<file path="config.mk">
export PLATFORM = sky130hd
export DESIGN_NAME = wptr_full_prog
export DESIGN_NICKNAME = d
export VERILOG_FILES = /design/src/rtl/wptr_full_prog.sv
export SDC_FILE = /design/constraint.sdc
export NUM_CORES = 1
export LEC_CHECK = 0
export ABC_AREA = 1
export BUFFER_PORTS_ARGS = -buffer_cell sky130_fd_sc_hd__buf_4
export CELL_PAD_IN_SITES_DETAIL_PLACEMENT = 0
export CELL_PAD_IN_SITES_GLOBAL_PLACEMENT = 1
export CORE_ASPECT_RATIO = 1.75
export CORE_MARGIN = 4
export CORE_UTILIZATION = 35
export DETAILED_ROUTE_END_ITERATION = 7
export PLACE_DENSITY_LB_ADDON = 0.05
export SETUP_SLACK_MARGIN = 0.5
export SLEW_MARGIN = 20
export SYNTH_ARGS = -nofsm -noshare
export SYNTH_HDL_FRONTEND = slang
export SYNTH_SLANG_ARGS = --single-unit
export TNS_END_PERCENT = 5
</file>
<file path="constraint.sdc">
create_clock -name wclk -period 4.4 [get_ports wclk]
set_clock_uncertainty 0.15 [all_clocks]
set_input_delay 0.66 -clock wclk [delete_from_list [all_inputs] [get_ports wclk]]
set_output_delay 0.66 -clock wclk [all_outputs]
set_load 0.03 [all_outputs]
</file>
<file path="src/rtl/wptr_full_prog.sv">
// Write-domain pointer and status generator for the asynchronous FIFO.
// Owns the binary/Gray write pointer and registers full, almost-full, level, peak and overflow.
module wptr_full_prog #(
  parameter int AddrWidth = 4
) (
  input  logic                 wclk,
  input  logic                 wrst,
  input  logic                 winc,
  input  logic [AddrWidth:0]   wq2_rgray,
  input  logic [AddrWidth:0]   afull_thresh,
  input  logic                 wclr_stat,
  output logic [AddrWidth-1:0] waddr,
  output logic [AddrWidth:0]   wgray,
  output logic                 wfull,
  output logic                 walmost_full,
  output logic [AddrWidth:0]   wlevel,
  output logic [AddrWidth:0]   wpeak,
  output logic                 woverflow
);

  logic [AddrWidth:0] wbin;
  logic [AddrWidth:0] wbin_next;
  logic [AddrWidth:0] wgray_next;
  logic [AddrWidth:0] rbin;
  logic [AddrWidth:0] level_next;
  logic [AddrWidth:0] peak_next;
  logic [AddrWidth:0] full_gray;
  logic               wpush;
  logic               wfull_next;

  // Each binary bit is the XOR of all Gray bits at or above it.
  always_comb begin
    rbin = '0;
    for (int i = 0; i <= AddrWidth; i++) begin
      rbin[i] = ^(wq2_rgray >> i);
    end
  end

  assign wpush      = winc & ~wfull;
  assign wbin_next  = wbin + {{AddrWidth{1'b0}}, wpush};
  assign wgray_next = (wbin_next >> 1) ^ wbin_next;
  assign level_next = wbin_next - rbin;
  assign full_gray  = {~wq2_rgray[AddrWidth:AddrWidth-1], wq2_rgray[AddrWidth-2:0]};
  assign wfull_next = (wgray_next == full_gray);
  assign peak_next  = (wclr_stat || (level_next > wpeak)) ? level_next : wpeak;
  assign waddr      = wbin[AddrWidth-1:0];

  always_ff @(posedge wclk or posedge wrst) begin
    if (wrst) begin
      wbin         <= '0;
      wgray        <= '0;
      wfull        <= 1'b0;
      walmost_full <= 1'b0;
      wlevel       <= '0;
      wpeak        <= '0;
      woverflow    <= 1'b0;
    end else begin
      wbin         <= wbin_next;
      wgray        <= wgray_next;
      wfull        <= wfull_next;
      walmost_full <= (level_next >= afull_thresh);
      wlevel       <= level_next;
      wpeak        <= peak_next;
      // A dropped push in the same cycle as a clear keeps the flag set.
      woverflow    <= (winc & wfull) | (woverflow & ~wclr_stat);
    end
  end

endmodule

</file>
== Word-level counts from Yosys, hierarchy flattened ==
Index checks and enable logic that the tools add are counted.

* Bits in writable memories: 0
* Input port bits: 14
* Word-level logic and storage cells: 26
* Bits in registers: 23
* Memories kept: 0
* Memory bits (read-only): 0
* Output and inout bits: 22
* Bits in latches: 0

* Reduce and logical (&&, ||, !) cells: 6
* Shift operators: 0
* Add/subtract/negate cells: 2
* Muxes and demuxes: 0
* Equality and inequality tests: 1
* Magnitude comparators: 2
* Div/mod/pow operators: 0
* Multiply operators: 0
* Bitwise operators: 8

{| class="wikitable"
|+ Operator list
! cell !! count
|-
| $reduce_xor 5->1 || 5
|-
| $add 5x1->5 || 1
|-
| $eq 5x5->1 || 1
|-
| $ge 5x5->1 || 1
|-
| $gt 5x5->1 || 1
|-
| $sub 5x5->5 || 1
|-
| $xor 4x5->5 || 1
|-
| $and 1x1->1 || 3
|-
| $not 1->1 || 2
|-
| $not 2->2 || 1
|-
| $logic_or 1x1->1 || 1
|-
| $or 1x1->1 || 1
|}

== Logic depth before layout (Yosys ltp) ==
Gate-level depths: netlist of the first run.

* Depth in word-level cells: 6
* Mapped depth: 22
* Gate-level depth less buffers: 22

== Worst setup path after synthesis of the first run ==
No wires, ideal clock.

* Kind: input to register
* Start: input port wq2_rgray[4]
* End: register wpeak[1]
* Stages on the path: 18
* Slack: 757 ps
* Setup time: 127 ps
* Path buffers: 0
* Data arrival time: 3366 ps
* Path through: xnor2_2 -> xor2_2 -> xor2_1 -> nand2_1 -> nand2_1 -> ha_1 -> fa_1 -> nor2_1 -> a211oi_1 -> nand2b_1 -> and2_1 -> ha_1 -> a21oi_1 -> o21ai_0 -> o21ai_0 -> nand2_1 -> nand2_1 -> o21ai_0

* Longest elaborated chain between the ends: 4

{| class="wikitable"
|+ Ends and longest elaborated chain
! item !! line !! RTL
|-
| from (decl) || 9 || <nowiki>input logic [AddrWidth:0] wq2_rgray,</nowiki>
|-
| $reduce_xor 5->1 || 35 || <nowiki>rbin[i] = ^(wq2_rgray >> i);</nowiki>
|-
| $sub 5x5->5 (*) || 42 || <nowiki>assign level_next = wbin_next - rbin;</nowiki>
|-
| named net level_next[4] || 25 || <nowiki>logic [AddrWidth:0] level_next;</nowiki>
|-
| $gt 5x5->1 (*) || 45 || <nowiki>assign peak_next = (wclr_stat || (level_next > wpeak)) ? level_next : wpeak;</nowiki>
|-
| $logic_or 1x1->1 (*) || 45 ||
|-
| to (signal assigned) || 63 || <nowiki>wpeak <= peak_next;</nowiki>
|-
| to (decl) || 17 || <nowiki>output logic [AddrWidth:0] wpeak,</nowiki>
|}

Mark *: on every way through the listed nets, which the timed path passes. The rest lies on a longest branch.
A chain may end at the register's enable or synchronous reset.

== Final worst setup path of the first run ==
* Start: input port wq2_rgray[4]
* End: register wpeak[2]

The elaborated chain is that of the path after synthesis.

==> impl_table.tex, run 1 <==
\begin{tabular}{lr}
\hline
Metric & Value \\
\hline
\multicolumn{2}{l}{\textbf{Routing}} \\
\quad Routed length per instance & 12.7 um \\
\quad Residual DRC & 0 \\
\quad Post-route ant nets & 0 \\
\quad Average vias per placed instance & 4.60 \\
\quad Total iterations of the first detailed-routing run & 4 \\
\quad Initial drt markers & 18 \\
\quad Total vias in the final route & 1178 \\
\quad Final wirelength & 3.25 mm \\
\multicolumn{2}{l}{\textbf{STA}} \\
\quad Max transition margin & 41.8\% \\
\quad Worst Tran Pin Value & 872 ps \\
\quad Final critical delay including setup and external delays & 3600 ps \\
\quad Setup repair after global routing missed its margin & false \\
\quad Final hold violation count & 0 \\
\quad Setup\_tns & 0 ps \\
\quad Final Setup Violations & 0 \\
\quad Worst setup slack after layout & 797 ps \\
\quad Highest achievable clock rate & 0.278 GHz \\
\quad Number of slew-limit violations in the final report & 0 \\
\quad Period utilization & 81.9\% \\
\multicolumn{2}{l}{\textbf{Die}} \\
\quad Initial cell density of the core & 37.1\% \\
\quad Die X & 55.3 um \\
\quad Core area & 3700 um2 \\
\quad Number of top-level design ports & 36 \\
\quad Row Count & 29 \\
\quad Die boundary height & 90.8 um \\
\quad Die Outline Area & 5030 um2 \\
\multicolumn{2}{l}{\textbf{Critical path}} \\
\quad Kind of start point of the critical path & input port \\
\quad Critical Path, Cell by Cell & buf\_4, xnor2\_4, xor2\_4, xor2\_1, nand2\_1, nand2\_1, ha\_1, fa\_1, nor2\_1, a211oi\_1, nand2b\_1, and2\_1, ha\_1, a21oi\_1, o21ai\_0, o21ai\_2, nand2\_2, nand2\_1, o21ai\_0 \\
\quad Max stage delay cell, worst path & sky130\_fd\_sc\_hd\_\_fa\_1 \\
\quad Worst Path Arrival & 3600 ps \\
\quad CP endpoint kind & flop \\
\quad Most used cell, CP & sky130\_fd\_sc\_hd\_\_nand2\_1 \\
\quad Classification of the worst setup path & in2reg \\
\quad Maximum cell stage delay along the critical path & 410 ps \\
\quad Crit path max-delay family & adder cells \\
\quad CP max FO & 8 \\
\quad WP buf/inv & 1 \\
\quad Required time at the endpoint of the critical path & 4400 ps \\
\multicolumn{2}{l}{\textbf{Logic synthesis}} \\
\quad Synthesized cell area & 1370 um2 \\
\quad Dominant cells by area after synthesis & sky130\_fd\_sc\_hd\_\_dfrtp\_1 40\%, sky130\_fd\_sc\_hd\_\_ha\_1 14\%, sky130\_fd\_sc\_hd\_\_nand2\_1 12\%, sky130\_fd\_sc\_hd\_\_inv\_1 8.8\%, sky130\_fd\_sc\_hd\_\_nand3\_1 7.7\% \\
\quad Number of unique standard cell types used by synthesis & 21 \\
\quad Share of the synthesized area in the top cell type & 40.1\% \\
\quad Synthesis-stage register bit count & 22 \\
\quad Synthesized net count & 199 \\
\quad Most area-hungry cell type in the Yosys netlist & sky130\_fd\_sc\_hd\_\_dfrtp\_1 \\
\quad Gate count of the mapped netlist & 169 \\
\quad Per-instance average area after synthesis & 8.12 um2 \\
\quad Number of warnings printed during yosys synthesis & 0 \\
\quad Sequential-to-total area share from yosys stat & 40.1\% \\
\multicolumn{2}{l}{\textbf{Run}} \\
\quad Max-cap check violation count & 0 \\
\multicolumn{2}{l}{\textbf{Final layout}} \\
\quad Layout net count & 241 \\
\quad Most common library cell in the layout ignoring fill and taps & sky130\_fd\_sc\_hd\_\_nand2\_1 \\
\quad Number of standard cells in the final layout excluding fillers & 256 \\
\quad Number of antenna cells inserted & 0 \\
\quad Leading cell types in the layout, fill and taps excluded & 44 x sky130\_fd\_sc\_hd\_\_nand2\_1, 37 x sky130\_fd\_sc\_hd\_\_buf\_4, 32 x sky130\_fd\_sc\_hd\_\_inv\_1 \\
\quad Post-Layout Inst Area & 1800 um2 \\
\quad Area added between synthesis and finish & 31.1\% \\
\quad Ratio of cells with drive above 1 in the final layout & 22.4\% \\
\multicolumn{2}{l}{\textbf{Clock network}} \\
\quad Buffers inserted by post-CTS timing repair & 0 \\
\quad Source-to-sink clock delay at the later pin of the worst-skew pair & 260 ps \\
\quad Cts bufs inserted & 3 \\
\quad Count of clock tree sinks & 22 \\
\quad TritonCTS clock tree & yes \\
\quad Clock-pin slew of the registers on the worst-case setup and hold paths & 90 ps \\
\quad Maximum buffer depth of the clock tree & 2 \\
\quad Hold-fix buffers, CTS & 0 \\
\quad Htree depth & 1 \\
\quad Clock root cell & sky130\_fd\_sc\_hd\_\_clkbuf\_8 \\
\multicolumn{2}{l}{\textbf{Place}} \\
\quad Routability-driven placement congestion ratio & 0.769 \\
\quad I/O Buffers & 35 \\
\quad Half-perimeter wire length after detailed placement & 2.73 mm \\
\quad Cell Area, Placed & 1710 um2 \\
\quad Dpl ws & 200 ps \\
\quad Number of placed cells counting well taps & 252 \\
\multicolumn{2}{l}{\textbf{Outcome}} \\
\quad Result of the run & complete, no violations \\
\multicolumn{2}{l}{\textbf{Global routing}} \\
\quad Wire length of the first global-routing pass & 5.38 mm \\
\quad Antenna violations before repair & 0 \\
\quad Maximum number of pins on one net before global-route repair & 23 \\
\quad GRT overflow & 0 \\
\quad Global-route usage over all layers & 13.7\% \\
\quad Vias in the first global route & 1213 \\
\multicolumn{2}{l}{\textbf{Hold path}} \\
\quad Worst min-delay path class & reg2reg \\
\hline
\end{tabular}
[worst register-to-register path: cells and delay by family (launching register included)]
family | cells | cell delay, ps
buf+inv | 3 | 250
fa+ha+maj | 3 | 880
compound gates | 5 | 690
flops | 1 | 410
simple gates | 9 | 1030
[final timing paths]
check,slack (ps),to,depth (start not counted),start
min in group asynchronous,420,wbin[4],2,wrst
hold reg to reg,380,woverflow,1,woverflow
setup reg to reg,870,wpeak[2],20,wfull
hold / removal,380,woverflow,1,woverflow
setup / recovery,800,wpeak[2],19,wq2_rgray[4]
max in group asynchronous,3140,wpeak[3],2,wrst
[cell families after synthesis]
family,share of synthesized area [%]
buffers and inverters,8.75
XOR/XNOR,5.56
AND/OR/NAND/NOR,23.5
AO/OA/AOI/OAI,6.93
flip-flops,40.1
adder cells (fa/ha/maj),15.1
[area by class of cell]
class                   count  area [um2]
repair buffers             37         278
inverters                  32         120
well taps                  46        57.6
multi-input cells         115         738
flip-flops and latches     22         551
clock buffers               4        55.1
fillers                   391        1900
[cell usage after synthesis, drive strengths merged]
master,instances
o21ai,7
xnor2,2
nor3,1
fa,1
ha,15
a22o,1
and2,1
nand2b,1
inv,32
o21bai,2
xor2,5
dfrtp,22
a211oi,1
nand2,45
nor2,5
nand3,21
a21oi,5
nand4,2
[per-stage QoR]
step	util, %	hold slack, ps
4_1_cts	47.6	383
3_3_place_gp	46.1	340
3_5_place_dp	46.1	355
5_1_grt	48.6	398
6_report	48.6	381
2_1_floorplan	-	499
[flip-flops by register name (all words and copies together), names as in the netlist]
register,flops
wbin,5
wlevel,5
wpeak,5
wgray,4
walmost_full,1
wfull,1
woverflow,1
[layer usage]
layer	global-route usage, %	share of wire [%]	wire length (um)	up-vias
met5	0	0	0	-
met4	5.48	1.2	40	0
met3	2.29	3.7	121	4
met2	28.1	61	1990	21
met1	12.5	34	1100	533
li1	-	-	-	620
[what timing repair did]
| action | 4_1_cts | 5_1_grt |
|---|---|---|
| resized for setup | 1 | 5 |
| setup endpoints to repair | 1 | 5 |
| pin swaps | 1 | 1 |
Power of run 1 is left out: the tool's default activity adds up to more than one toggle a clock period on the data nets, which glitch-free logic cannot reach.
==> run 2, diff against run 1 <==
==> constraint.sdc (replaced) <==
create_clock -name wclk -period 3.67 [get_ports wclk]
set_clock_uncertainty 0.15 [all_clocks]
set_input_delay 0.5505 -clock wclk [delete_from_list [all_inputs] [get_ports wclk]]
set_output_delay 0.5505 -clock wclk [all_outputs]
set_load 0.03 [all_outputs]
==> run 2 against run 1 <==
Compared with the run above:
- via count increased by 9.0%
- first-iteration DRC count decreased by 17%
- critical path type unchanged
- non-clock buffer count increased by 15
- sequential cell count unchanged
- utilization increased by 5.1 points
- cell count increased by 5.9%
- setup slack got worse by 370 ps
==> impl_table.tex, run 2 (synthesis gave the netlist of run 1 again) <==
\begin{tabular}{lr}
\hline
Metric & Value \\
\hline
\multicolumn{2}{l}{\textbf{Outcome}} \\
\quad Result of the run & complete, no violations \\
\multicolumn{2}{l}{\textbf{Clock network}} \\
\quad TritonCTS clock tree & yes \\
\quad Htree depth & 1 (unchanged) \\
\quad Hold-fix buffers, CTS & 0 (unchanged) \\
\quad Cts bufs inserted & 3 (unchanged) \\
\quad Clock-pin slew of the registers on the worst-case setup and hold paths & 90 ps (about the same) \\
\quad Clock root cell & sky130\_fd\_sc\_hd\_\_clkbuf\_8 \\
\quad Count of clock tree sinks & 22 (unchanged) \\
\quad Source-to-sink clock delay at the later pin of the worst-skew pair & 270 ps (about the same) \\
\quad Maximum buffer depth of the clock tree & 2 (unchanged) \\
\multicolumn{2}{l}{\textbf{Hold path}} \\
\quad Worst min-delay path class & in2async \\
\multicolumn{2}{l}{\textbf{Global routing}} \\
\quad Antenna violations before repair & 0 (unchanged) \\
\quad GRT overflow & 0 (unchanged) \\
\quad Wire length of the first global-routing pass & 6.04 mm (+12\%) \\
\quad Maximum number of pins on one net before global-route repair & 23 (unchanged) \\
\quad Vias in the first global route & 1330 (+9.6\%) \\
\quad Global-route usage over all layers & 15.4\% (+1.8 points) \\
\multicolumn{2}{l}{\textbf{Die}} \\
\quad Die Outline Area & 5030 um2 (unchanged) \\
\quad Die boundary height & 90.8 um (unchanged) \\
\quad Die X & 55.3 um (unchanged) \\
\quad Number of top-level design ports & 36 (unchanged) \\
\quad Initial cell density of the core & 37.1\% (unchanged) \\
\quad Row Count & 29 (unchanged) \\
\quad Core area & 3700 um2 (unchanged) \\
\multicolumn{2}{l}{\textbf{Routing}} \\
\quad Routed length per instance & 13.4 um (+5.5\%) \\
\quad Residual DRC & 0 (unchanged) \\
\quad Final wirelength & 3.63 mm (+12\%) \\
\quad Post-route ant nets & 0 (unchanged) \\
\quad Initial drt markers & 15 (-3) \\
\quad Total iterations of the first detailed-routing run & 4 (unchanged) \\
\quad Average vias per placed instance & 4.74 (+3.0\%) \\
\quad Total vias in the final route & 1284 (+9.0\%) \\
\multicolumn{2}{l}{\textbf{Critical path}} \\
\quad Kind of start point of the critical path & input port \\
\quad Maximum cell stage delay along the critical path & 410 ps (about the same) \\
\quad Crit path max-delay family & simple AND/OR/NAND/NOR gates \\
\quad WP buf/inv & 1 (unchanged) \\
\quad Classification of the worst setup path & in2reg \\
\quad CP max FO & 8 (unchanged) \\
\quad Reg-to-reg critical path startpoint & wfull \\
\quad Required time at the endpoint of the critical path & 3680 ps (-720 ps) \\
\quad Worst Path Arrival & 3250 ps (-350 ps) \\
\quad Max stage delay cell, worst path & sky130\_fd\_sc\_hd\_\_fa\_2 \\
\quad Critical Path, Cell by Cell & buf\_6, xnor2\_4, xor2\_2, xor2\_1, nand2\_1, nand2\_2, ha\_4, fa\_2, nor2\_2, a211oi\_2, nand2b\_4, and2\_4, ha\_4, a21oi\_2, o21ai\_1, o21ai\_2, nand2\_2, nand2\_1, o21ai\_0 \\
\quad CP endpoint kind & flop \\
\quad Beginning of the critical path & wq2\_rgray[3] \\
\multicolumn{2}{l}{\textbf{Final layout}} \\
\quad Final-layout fill cell count & 386 (-1.3\%) \\
\quad Area added between synthesis and finish & 44.8\% \\
\quad Most common library cell in the layout ignoring fill and taps & sky130\_fd\_sc\_hd\_\_buf\_4 \\
\quad Area occupied by multi-input gates & 816 um2 (+11\%) \\
\quad Number of standard cells in the final layout excluding fillers & 271 (+5.9\%) \\
\quad Ratio of cells with drive above 1 in the final layout & 35.1\% (+13 points) \\
\quad Largest registers & wbin x5, wlevel x5, wpeak x5 \\
\quad Layout net count & 256 (+6.2\%) \\
\quad Area taken by flip-flops and latches & 552 um2 (+0.23\%) \\
\quad Leading cell types in the layout, fill and taps excluded & 50 x sky130\_fd\_sc\_hd\_\_buf\_4, 40 x sky130\_fd\_sc\_hd\_\_nand2\_1, 30 x sky130\_fd\_sc\_hd\_\_inv\_1 \\
\quad Number of antenna cells inserted & 0 (unchanged) \\
\multicolumn{2}{l}{\textbf{Place}} \\
\quad Number of placed cells counting well taps & 258 (+2.4\%) \\
\quad I/O Buffers & 35 (unchanged) \\
\quad Half-perimeter wire length after detailed placement & 2.96 mm (+8.6\%) \\
\quad Routability-driven placement congestion ratio & 0.753 (-2.1\%) \\
\multicolumn{2}{l}{\textbf{STA}} \\
\quad Worst Tran Pin Value & 869 ps (-2.61 ps) \\
\quad Number of slew-limit violations in the final report & 0 (unchanged) \\
\quad Final Setup Violations & 0 (unchanged) \\
\quad Max transition margin & 42.0\% (+0.17 points) \\
\quad Setup repair after global routing missed its margin & true \\
\quad Final critical delay including setup and external delays & 3240 ps \\
\quad Period utilization & 88.4\% \\
\quad Final hold violation count & 0 (unchanged) \\
\quad Highest achievable clock rate & 0.308 GHz \\
\multicolumn{2}{l}{\textbf{Run}} \\
\quad Max-cap check violation count & 0 (unchanged) \\
\hline
\end{tabular}
## run 2: cell types whose count changed in the layout (fill, tap and decap cells not counted), sizes merged
cell / previous run / this run
buf: 37 / 52
## run 2: final timing paths
path                              to  slack, ps  cells after the start
setup / recovery            wpeak[2]        430                     19
hold / removal              wgray[3]        300                      2
setup reg to reg            wpeak[2]        500                     19
hold reg to reg            woverflow        390                      1
max in group asynchronous      wfull       2480                      2
min in group wclk          woverflow        390                      1
## run 2: final cells by class
| cell class | count | area share, % |
|---|---|---|
| Multi-Input combinational cell | 115 | 41.0 |
| Timing Repair Buffer | 52 | 20.0 |
| Clock buffer | 4 | 2.27 |
| Sequential cell | 22 | 27.8 |
| Tap cell | 46 | 2.89 |
| Inverter | 32 | 6.04 |
## run 2: metal layers
layer	wire length (um)	part of all wire, %	GRT usage, %
met4	59	1.6	6.09
met1	1230	34	14.1
met2	2220	61	32.0
met3	110	3.0	2.15
met5	0	0	0
## run 2: repair_timing
item	4_1_cts	5_1_grt
setup buffers	6	3
pin swaps	15	10
endpoints found under the setup margin	5	6
resized for setup	14	7
cloned	0	0
## run 2: through the flow
stage | hold WS [ps] | worst slack [ps] | util [%] | instance area [um2] | setup TNS, ps
global placement | 349 | 84.2 | 48.4 | 1790 | 0
global route | 388 | 233 | 53.7 | 1990 | 0
floorplan | 390 | 288 | - | 1410 | 0
CTS | 359 | 432 | 52.1 | 1930 | 0
finish | 305 | 427 | 53.7 | 1990 | 0
detailed placement | 370 | -35.0 | 48.4 | 1790 | -109
Power of run 2 is left out for the same reason.
